`config.mk`:
```
export PLATFORM = sky130hd
export DESIGN_NAME = sram_port_arbiter
export DESIGN_NICKNAME = d
export VERILOG_FILES = /design/src/rtl/sram_port_arbiter.sv
export SDC_FILE = /design/constraint.sdc
export NUM_CORES = 1
export LEC_CHECK = 0
export CAP_MARGIN = 10
export CORE_ASPECT_RATIO = 0.75
export CORE_MARGIN = 5
export CORE_UTILIZATION = 40
export DETAILED_ROUTE_END_ITERATION = 6
export GPL_TIMING_DRIVEN = 0
export PLACE_DENSITY = 0.9
export SYNTH_ARGS = -nofsm -noshare
export SYNTH_HDL_FRONTEND = slang
export SYNTH_SLANG_ARGS = --single-unit
export TNS_END_PERCENT = 1
```
`constraint.sdc`:
```
create_clock -name clk -period 2.8 [get_ports clk]
set_input_delay 0.28 -clock clk [delete_from_list [all_inputs] [get_ports clk]]
set_output_delay 0.28 -clock clk [all_outputs]
set_load 0.005 [all_outputs]
```
`src/rtl/sram_port_arbiter.sv`:
```
// Two-port req/gnt arbiter in front of a single-port synchronous SRAM macro.
// Optional build macro SRAM_ARB_ROUND_ROBIN_EN selects round-robin contention instead of fixed priority.
module sram_port_arbiter #(
    parameter int unsigned AW = 12,
    parameter int unsigned DW = 16
) (
    input  logic          clk,
    input  logic          rst,
    input  logic          req0,
    input  logic          we0,
    input  logic [AW-1:0] addr0,
    input  logic [DW-1:0] wdata0,
    input  logic          lock0,
    output logic          gnt0,
    output logic          rvalid0,
    output logic [DW-1:0] rdata0,
    input  logic          req1,
    input  logic          we1,
    input  logic [AW-1:0] addr1,
    input  logic [DW-1:0] wdata1,
    input  logic          lock1,
    output logic          gnt1,
    output logic          rvalid1,
    output logic [DW-1:0] rdata1,
    output logic [AW-1:0] mem_a,
    output logic [DW-1:0] mem_di,
    output logic          mem_web,
    input  logic [DW-1:0] mem_do,
    output logic          busy
);

    logic          lock_valid;
    logic          lock_port;
    logic          sel1;
    logic          acc;
    logic          acc_port;
    logic          acc_we;
    logic          acc_lock;
    logic [AW-1:0] acc_addr;
    logic [DW-1:0] acc_wdata;
    logic          owner_req;
    logic          owner_lock;
    logic          iss_valid;
    logic          rd1_valid;
    logic          rd1_port;
    logic          rd2_valid;
    logic          rd2_port;

`ifdef SRAM_ARB_ROUND_ROBIN_EN
    logic          prio;
`endif

    // Contention winner: lock owner first, otherwise the priority choice.
    always_comb begin
        sel1 = 1'b0;
        if (lock_valid) begin
            sel1 = lock_port;
        end else begin
`ifdef SRAM_ARB_ROUND_ROBIN_EN
            sel1 = prio;
`else
            sel1 = 1'b0;
`endif
        end
    end

    always_comb begin
        gnt0 = 1'b0;
        gnt1 = 1'b0;
        if (!rst) begin
            if (req0 && req1) begin
                gnt0 = !sel1;
                gnt1 = sel1;
            end else begin
                gnt0 = req0;
                gnt1 = req1;
            end
        end
    end

    assign acc        = gnt0 | gnt1;
    assign acc_port   = gnt1;
    assign acc_we     = gnt1 ? we1    : we0;
    assign acc_lock   = gnt1 ? lock1  : lock0;
    assign acc_addr   = gnt1 ? addr1  : addr0;
    assign acc_wdata  = gnt1 ? wdata1 : wdata0;
    assign owner_req  = lock_port ? req1  : req0;
    assign owner_lock = lock_port ? lock1 : lock0;

    // Issue stage: register macro pins from the accepted port.
    always_ff @(posedge clk or posedge rst) begin
        if (rst) begin
            mem_a     <= '0;
            mem_di    <= '0;
            mem_web   <= 1'b1;
            iss_valid <= 1'b0;
        end else begin
            mem_web   <= !(acc && acc_we);
            mem_di    <= acc ? acc_wdata : '0;
            iss_valid <= acc;
            if (acc) begin
                mem_a <= acc_addr;
            end
        end
    end

    // Read-source record follows the SRAM latency and steers returned data.
    always_ff @(posedge clk or posedge rst) begin
        if (rst) begin
            rd1_valid <= 1'b0;
            rd1_port  <= 1'b0;
            rd2_valid <= 1'b0;
            rd2_port  <= 1'b0;
            rvalid0   <= 1'b0;
            rvalid1   <= 1'b0;
            rdata0    <= '0;
            rdata1    <= '0;
        end else begin
            rd1_valid <= acc && !acc_we;
            rd1_port  <= acc_port;
            rd2_valid <= rd1_valid;
            rd2_port  <= rd1_port;
            rvalid0   <= rd2_valid && !rd2_port;
            rvalid1   <= rd2_valid && rd2_port;
            if (rd2_valid && !rd2_port) begin
                rdata0 <= mem_do;
            end
            if (rd2_valid && rd2_port) begin
                rdata1 <= mem_do;
            end
        end
    end

    // Lock ownership: taken on a locked acceptance, dropped once the owner lets go.
    always_ff @(posedge clk or posedge rst) begin
        if (rst) begin
            lock_valid <= 1'b0;
            lock_port  <= 1'b0;
        end else if (acc && acc_lock) begin
            lock_valid <= 1'b1;
            lock_port  <= acc_port;
        end else if (lock_valid && (!owner_req || !owner_lock)) begin
            lock_valid <= 1'b0;
        end
    end

`ifdef SRAM_ARB_ROUND_ROBIN_EN
    // Prefer the port that was not granted most recently.
    always_ff @(posedge clk or posedge rst) begin
        if (rst) begin
            prio <= 1'b0;
        end else if (acc) begin
            prio <= !acc_port;
        end
    end
`endif

    assign busy = iss_valid | rd1_valid | rd2_valid;

endmodule
```
Yosys cells after proc, flatten, opt, wreduce, memory -nomap -nowiden:

Cells that the tools add are included.

* flip-flop bits (word level): 70
* bits in latches: 0
* bits in writable memories: 0
* ROM bits: 0
* input bits: 80
* word-level logic and storage cells: 46
* memories kept: 0

* $add $sub $neg: 0
* multipliers: 0
* divide/modulo/power cells: 0
* $lt $le $gt $ge: 0
* equality and inequality tests: 0
* shifts and indexed selects: 0
* muxes and demuxes: 14
* bitwise logic cells: 3
* reduce and logical (&&, ||, !) cells: 15

Operators with widths (count)
* two-way mux 16 bit: 2
* two-way mux 12 bit: 1
* two-way mux 1 bit: 11
* logical AND 1 bit: 7
* zero test 1 bit: 6
* bitwise OR 1 bit: 3
* nonzero test 2 bit: 1
* logical OR 1 bit: 1

Longest topological paths before layout:

Gate-level depths: netlist (run 1).

* depth in word-level cells: 7
* gate-level depth with buffers: 6
* gate-level depth less buffers: 5

Least setup slack after synthesis (run 1):

OpenSTA, ideal clock, no wires.

* kind: input port to flip-flop
* start point: input port rst
* end point: register mem_a[0]
* library setup time: 0.082 ns
* arrival time: 2.590 ns
* setup slack: 0.128 ns
* stages: 6
* path buffers: 1
* cells stage by stage: inv_1 > o21ai_1 > inv_2 > buf_2 > nor2_1 > a31oi_1

* word-level cells in the longest chain between the ends: 2
* elaborated cells between the ends (all ways): 4
* those cells by class: 3 x mux; 1 x bitwise

RTL lines
* from (decl): RTL line 8 `input logic rst,`
* two-way mux 1 bit: RTL line 70 `if (!rst) begin`
* two-way mux 12 bit / bitwise OR 1 bit (equally long branches): RTL line 85, 81
* to (signal assigned): RTL line 102 `mem_a <= acc_addr;`
* to (decl): RTL line 25 `output logic [AW-1:0] mem_a,`

Parallel ways exist; a longest one is shown, timed or not.
A chain may end at the register's enable or synchronous reset.

Worst setup path after layout (run 1):

* start point: input port rst
* end point: output port gnt0

* word-level cells in the longest chain between the ends: 1

RTL lines
* two-way mux 1 bit: RTL line 70
* to (decl): RTL line 14 `output logic gnt0,`

Every way passes these cells.

==> out/metrics.yaml, run 1 <==
synthesis:
  synth_seq_cells: 70
  synth_top_cell_by_area: "dfrtp_1"
  synth_edf_count: 0
  synth.distinct_cells: 29
  synth_top_area_share_pct: 58.57
  yosysSeqAreaShare_pct: 59.47
  synthFlopType: "dfrtp_1"
  yosysWarningCount: 0
  synth_top_cells_by_count: "dfrtp_1, nand3_1, o21ai_0"
  synth.area.top_cells: "dfrtp_1, mux2_2, nand3_1"
  syn-instance-count: 244
  syn-num-nets: 324
  synth-async-reset-ratio_pct: 100.0
  avgSynthCellArea_um2: 12.08
  synth.most_common_cell: "dfrtp_1"
  synth_area_um2: 2948
setup_path:
  startpoint_type: "primary input"
  cp.required_ns: 2.52
  crit_fanout: 72
  end_kind: "output port"
  critPathKind: "primary input to output port"
  critPathArrivalTime_ns: 2.17
  rrSetupSlack_ns: 1.51
detailed_routing:
  dr.pass1.iters: 4
  viasPerCell: 4.992
  wl_per_cell_um: 16.88
  post-route-drc-count: 0
  final_antenna_net_count: 0
  detail_route.iter0.violations: 69
  wl_um: 8541
  vias: 2526
cts:
  cts-resized-gates: 0
  cts.clk_slew.worst_paths_ns: 0.08
  cts_tree: "yes"
  numCtsBuffers: 9
  ctsLongestPathBuffers: 2
  cts-root-buf: "clkbuf_8"
  insertion_delay_ns: 0.34
  post_cts_buffers: 0
  cts.sinks: 70
  hold_buffers: 0
  htreeDepth: 3
finish:
  n_antenna_cell: 0
  n_fill_cell: 571
  post-route-util_pct: 64.88
  nets: 480
  syn2layout_area_growth_pct: 59.85
  drive_gt1_share_pct: 18.27
  final_cells: 506
sta:
  post-route-period-util_pct: 87.34
  fin_crit_ns: 2.446
  timing.final.max_slew_violations: 0
  finalClockSkew_ns: 0.009448
  grt_setup_unrepaired: "false"
  worst_slew_pin_slew_ns: 0.8546
  relSlewSlack_pct: 43.03
  setup_viol: 0
  hold_viol: 0
  timing.fmax_mhz: 408.9
status:
  outcome: "finished clean"
die:
  coreArea_um2: 7263
  die_area_um2: 9204
  die_w_um: 109.1
  die_h_um: 84.35
  num_io_pins: 146
  initial_core_util_pct: 40.59
  rows: 27
power:
  peakVddDrop_uv: 302.1
  power.leakage_uw: 0.001974
  power_density_nw_per_um2: 598.4
global_route:
  gr-usage-all-layers_pct: 19.33
  grt_pass1_vias: 2812
  grt_max_degree: 73
  grt_overflow: 0
  antenna_found_initial: 0
  grt_pass1_wl_um: 13890
placement:
  dpl.hpwl_um: 6421
  io_buffers: 145
  dp_cells: 490
  place_congestion: 0.8173
hold_path:
  hold_class: "register to register"
flow_run:
  maxCapViolCount: 0
==> sequential cells by signal, indices dropped and copies added, names as in the netlist, 12 cells and up <==
| register | count |
|---|---|
| mem_a | 12 |
| mem_di | 16 |
| rdata0 | 16 |
| rdata1 | 16 |
==> critical path, cell delays in order <==
cell and delay, ns:
clkdlybuf4s50_1 0.46, inv_4 0.64, and3_1 0.28, clkdlybuf4s50_1 0.51
==> power breakdown <==
group | switching [uW] | total, uW | internal, uW
Combinational | 264 | 804 | 540
Sequential | 95.7 | 1280 | 1180
Clock | 389 | 739 | 350
Total | 748 | 2820 | 2070
==> per-layer routing <==
metal	part of all wire (%)	GRT usage (%)	up-vias
met5	0	0	-
met4	0.67	4.472	0
met3	11	7.994	5
met2	50	33.72	125
met1	38	21.98	1211
li1	-	-	1185
==> cells in the final DEF (no fill, tap or decap), types with 7 or more instances in the layout <==
cell type          n
a21oi_1           16
a31oi_1           12
buf_4              7
clkbuf_8          10
clkdlybuf4s50_1  145
dfrtp_1           69
mux2_2            23
mux2_4             9
nand3_1           30
nor2_1            13
o21ai_0           28
==> path summary, 6_finish.rpt <==
path,start,to,cells past startpoint
min reg2reg,rd1_port$_DFF_PP0_,rd2_port$_DFF_PP0_,0
max in group asynchronous,rst,mem_di[1]$_DFF_PP0_,2
max,rst,gnt0,4
min,rd1_port$_DFF_PP0_,rd2_port$_DFF_PP0_,0
min in group asynchronous,rst,mem_di[11]$_DFF_PP0_,2
max reg2reg,rd2_valid$_DFF_PP0_,rdata1[3]$_DFFE_PP0P_,3
==> layout make-up <==
class	count	area (um^2)	area share [%]
Multi-Input combinational cell	150	1037	22.01
Timing Repair Buffer	145	1451	30.80
Buffer	19	138.9	2.947
Clock buffer	10	137.6	2.921
Inverter	5	21.27	0.4514
Tap cell	101	126.4	2.682
Sequential cell	70	1753	37.20
Clock inverter	6	46.29	0.9825
==> cells by family (layout without fill, tap and decap cells) <==
family | Yosys count | after routing | synth area share, %
simple gates | 53 | 53 | 9.126
flops | 70 | 70 | 59.47
compound gates | 65 | 65 | 12.69
mux | 32 | 32 | 13.37
buf+inv | 24 | 185 | 5.348
==> through the flow <==
step / setup TNS (ns) / total power, uW / worst slack [ns] / hold slack (ns) / area (um^2)
after CTS: 0 / 2861 / 0.2715 / 0.3507 / 4712
after global routing: 0 / 2977 / 0.1548 / 0.3508 / 4712
after global placement: -65.18 / 2071 / -1.122 / 0.3414 / 4526
after detailed placement: 0 / 2111 / 0.2939 / 0.3409 / 4528
after floorplan: 0 / 1568 / 0.1280 / 0.3312 / 2948
final: 0 / 2820 / 0.3544 / 0.3488 / 4712
(Power assumes the default switching activity.)
==> inputs of run 2 (changes only) <==
- CAP_MARGIN: 10 -> default
- PLACE_DENSITY: 0.9 -> 0.82
- SLEW_MARGIN: default -> 30
==> run 2 against run 1 <==
  * Via count grew 1.3%
  * Critical endpoint is now gnt1
  * Maximum frequency grew 7.8%
  * Sequential power is essentially flat
==> out/metrics.yaml, run 2 (synthesis gave the netlist of run 1 again) <==
status:
  outcome: "finished clean"  # unchanged
sta:
  fin_ws_ns: 0.5319  # was 0.3544 ns
  hold_slack_ns: 0.3640  # was 0.3488 ns
  worst_slew_pin_slew_ns: 0.4588  # was 0.8546 ns
  timing.final.max_slew_violations: 0  # unchanged
  fin_crit_ns: 2.268  # was 2.446 ns
  setup_viol: 0  # unchanged
  grt_setup_unrepaired: "false"  # unchanged
  finalClockSkew_ns: 0.009195  # was 0.009448 ns
  hold_viol: 0  # unchanged
  relSlewSlack_pct: 69.41  # was 43.03%
  timing.fmax_mhz: 440.9  # was 408.9 MHz
  post-route-period-util_pct: 81.00  # was 87.34%
die:
  die_area_um2: 9204  # unchanged
  coreArea_um2: 7263  # unchanged
  num_io_pins: 146  # unchanged
  initial_core_util_pct: 40.59  # unchanged
  die_h_um: 84.35  # unchanged
  rows: 27  # unchanged
  die_w_um: 109.1  # unchanged
power:
  power.leakage_uw: 0.002035  # was 0.001974 uW
  design_power_total_uw: 3184  # was 2820 uW
  peakVddDrop_uv: 360.3  # was 302.1 uV
  power_density_nw_per_um2: 659.4  # was 598.4 nW/um^2
finish:
  n_fill_cell: 560  # was 571
  drive_gt1_share_pct: 18.47  # was 18.27%
  nets: 481  # was 480
  syn2layout_area_growth_pct: 63.79  # was 59.85%
  n_antenna_cell: 0  # unchanged
  top_regs: "mem_di: 16 flops, rdata0: 16 flops, rdata1: 16 flops"  # unchanged
  multi_input_area_um2: 1037  # unchanged
  final_common_cell: "clkdlybuf4s50_1"  # unchanged
  regArea_um2: 1753  # unchanged
  final_cell_mix: "clkdlybuf4s50_1, dfrtp_1, nand3_1"  # unchanged
  fin_area_um2: 4828  # was 4712 um^2
  post-route-util_pct: 66.48  # was 64.88%
detailed_routing:
  wl_per_cell_um: 17.22  # was 16.88 um
  final_antenna_net_count: 0  # unchanged
  detail_route.iter0.violations: 80  # was 69
  viasPerCell: 5.047  # was 4.992
  vias: 2559  # was 2526
  wl_um: 8730  # was 8541 um
  dr.pass1.iters: 4  # unchanged
  post-route-drc-count: 0  # unchanged
cts:
  insertion_delay_ns: 0.34  # about the same
  cts-resized-gates: 0  # unchanged
  cts.sinks: 70  # unchanged
  cts_tree: "yes"  # unchanged
  hold_buffers: 0  # unchanged
  numCtsBuffers: 9  # unchanged
  post_cts_buffers: 0  # unchanged
  cts.clk_slew.worst_paths_ns: 0.07  # was 0.08 ns
  ctsLongestPathBuffers: 2  # unchanged
  cts-root-buf: "clkbuf_8"  # unchanged
  htreeDepth: 3  # unchanged
global_route:
  grt_overflow: 0  # unchanged
  gr-usage-all-layers_pct: 19.97  # was 19.33%
  grt_max_degree: 39  # was 73
  grt_pass1_wl_um: 14200  # was 13890 um
  grt_pass1_vias: 2731  # was 2812
  antenna_found_initial: 0  # unchanged
setup_path:
  crit_chain: "clkdlybuf4s50_1 > nand2b_1 > clkbuf_1 > nor2_1 > clkdlybuf4s50_1"  # was clkdlybuf4s50_1 > inv_4 > and3_1 > clkdlybuf4s50_1
  cp.required_ns: 2.52  # about the same
  max_stage_delay_ns: 0.56  # was 0.64 ns
  end_kind: "output port"  # unchanged
  r2r_cells: 3  # unchanged
  startpoint_type: "primary input"  # unchanged
  cp_common_cell: "clkdlybuf4s50_1"  # unchanged
  crit_fanout: 10  # was 72
  critPathArrivalTime_ns: 1.99  # was 2.17 ns
  worst_path_max_delay_cell: "clkdlybuf4s50_1"  # was inv_4
  critPathKind: "primary input to output port"  # unchanged
placement:
  io_buffers: 145  # unchanged
  place_congestion: 0.7879  # was 0.8173
  post-place-ws_ns: 0.5512  # was 0.2939 ns
  post_dp_cell_area_um2: 4548  # was 4528 um^2
  dpl.hpwl_um: 6653  # was 6421 um
hold_path:
  hold-path-cell-count: 0  # unchanged
  hold_class: "register to register"  # unchanged
flow_run:
  maxCapViolCount: 0  # unchanged
run 2: cell types whose count changed in the layout (fill, tap and decap cells not counted), sizes merged:
cell      before  now
buf           17   18
bufinv         0    4
clkbuf        12   13
clkinv         3    1
clkinvlp       2    0
inv            6    5
run 2: area by class of cell:
type                       count  share of cell area, %
sequential                    70                  36.30
timing repair buffer         146                  30.47
multi-input combinational    150                  21.48
clock buffer                  11                  3.136
buffer                        19                  2.876
clock inverter                 5                  2.669
tap                          101                  2.617
inverter                       5                 0.4405
run 2: through the flow:
stage,setup TNS (ns),std cells
finish,0,507
global route,0,507
CTS,0,507
detailed placement,0,491
global placement,-63.88,490
floorplan,0,244
run 2: report_power, final:
| part | internal [uW] | leakage [uW] | switching [uW] |
|---|---|---|---|
| clock network | 732 | 0.000140 | 371 |
| logic | 543 | 0.00105 | 265 |
| registers | 1180 | 0.000847 | 91.1 |
run 2: worst max-delay path: cells and delay by family:
family / cells / cell delay, ns
simple gates: 2 / 0.31
buf+inv: 3 / 1.40
run 2: path summary, 6_finish.rpt:
check,start,end,slack [ns]
worst max-delay path,rst,gnt1,0.53
worst min-delay path,rd1_port$_DFF_PP0_,rd2_port$_DFF_PP0_,0.36
worst max register to register,rd2_valid$_DFF_PP0_,rdata1[5]$_DFFE_PP0P_,1.48
worst min register to register,rd1_port$_DFF_PP0_,rd2_port$_DFF_PP0_,0.36
max in group asynchronous,rst,rdata1[7]$_DFFE_PP0P_,1.87
min in group asynchronous,rst,mem_a[9]$_DFFE_PP0P_,0.38
run 2: per-layer routing:
metal / wire length [um] / part of all wire [%] / global-route usage, %
met3: 959 / 11 / 8.071
met5: 0 / 0 / 0
met2: 4121 / 47 / 32.11
met4: 126 / 1.4 / 6.881
met1: 3523 / 40 / 24.30
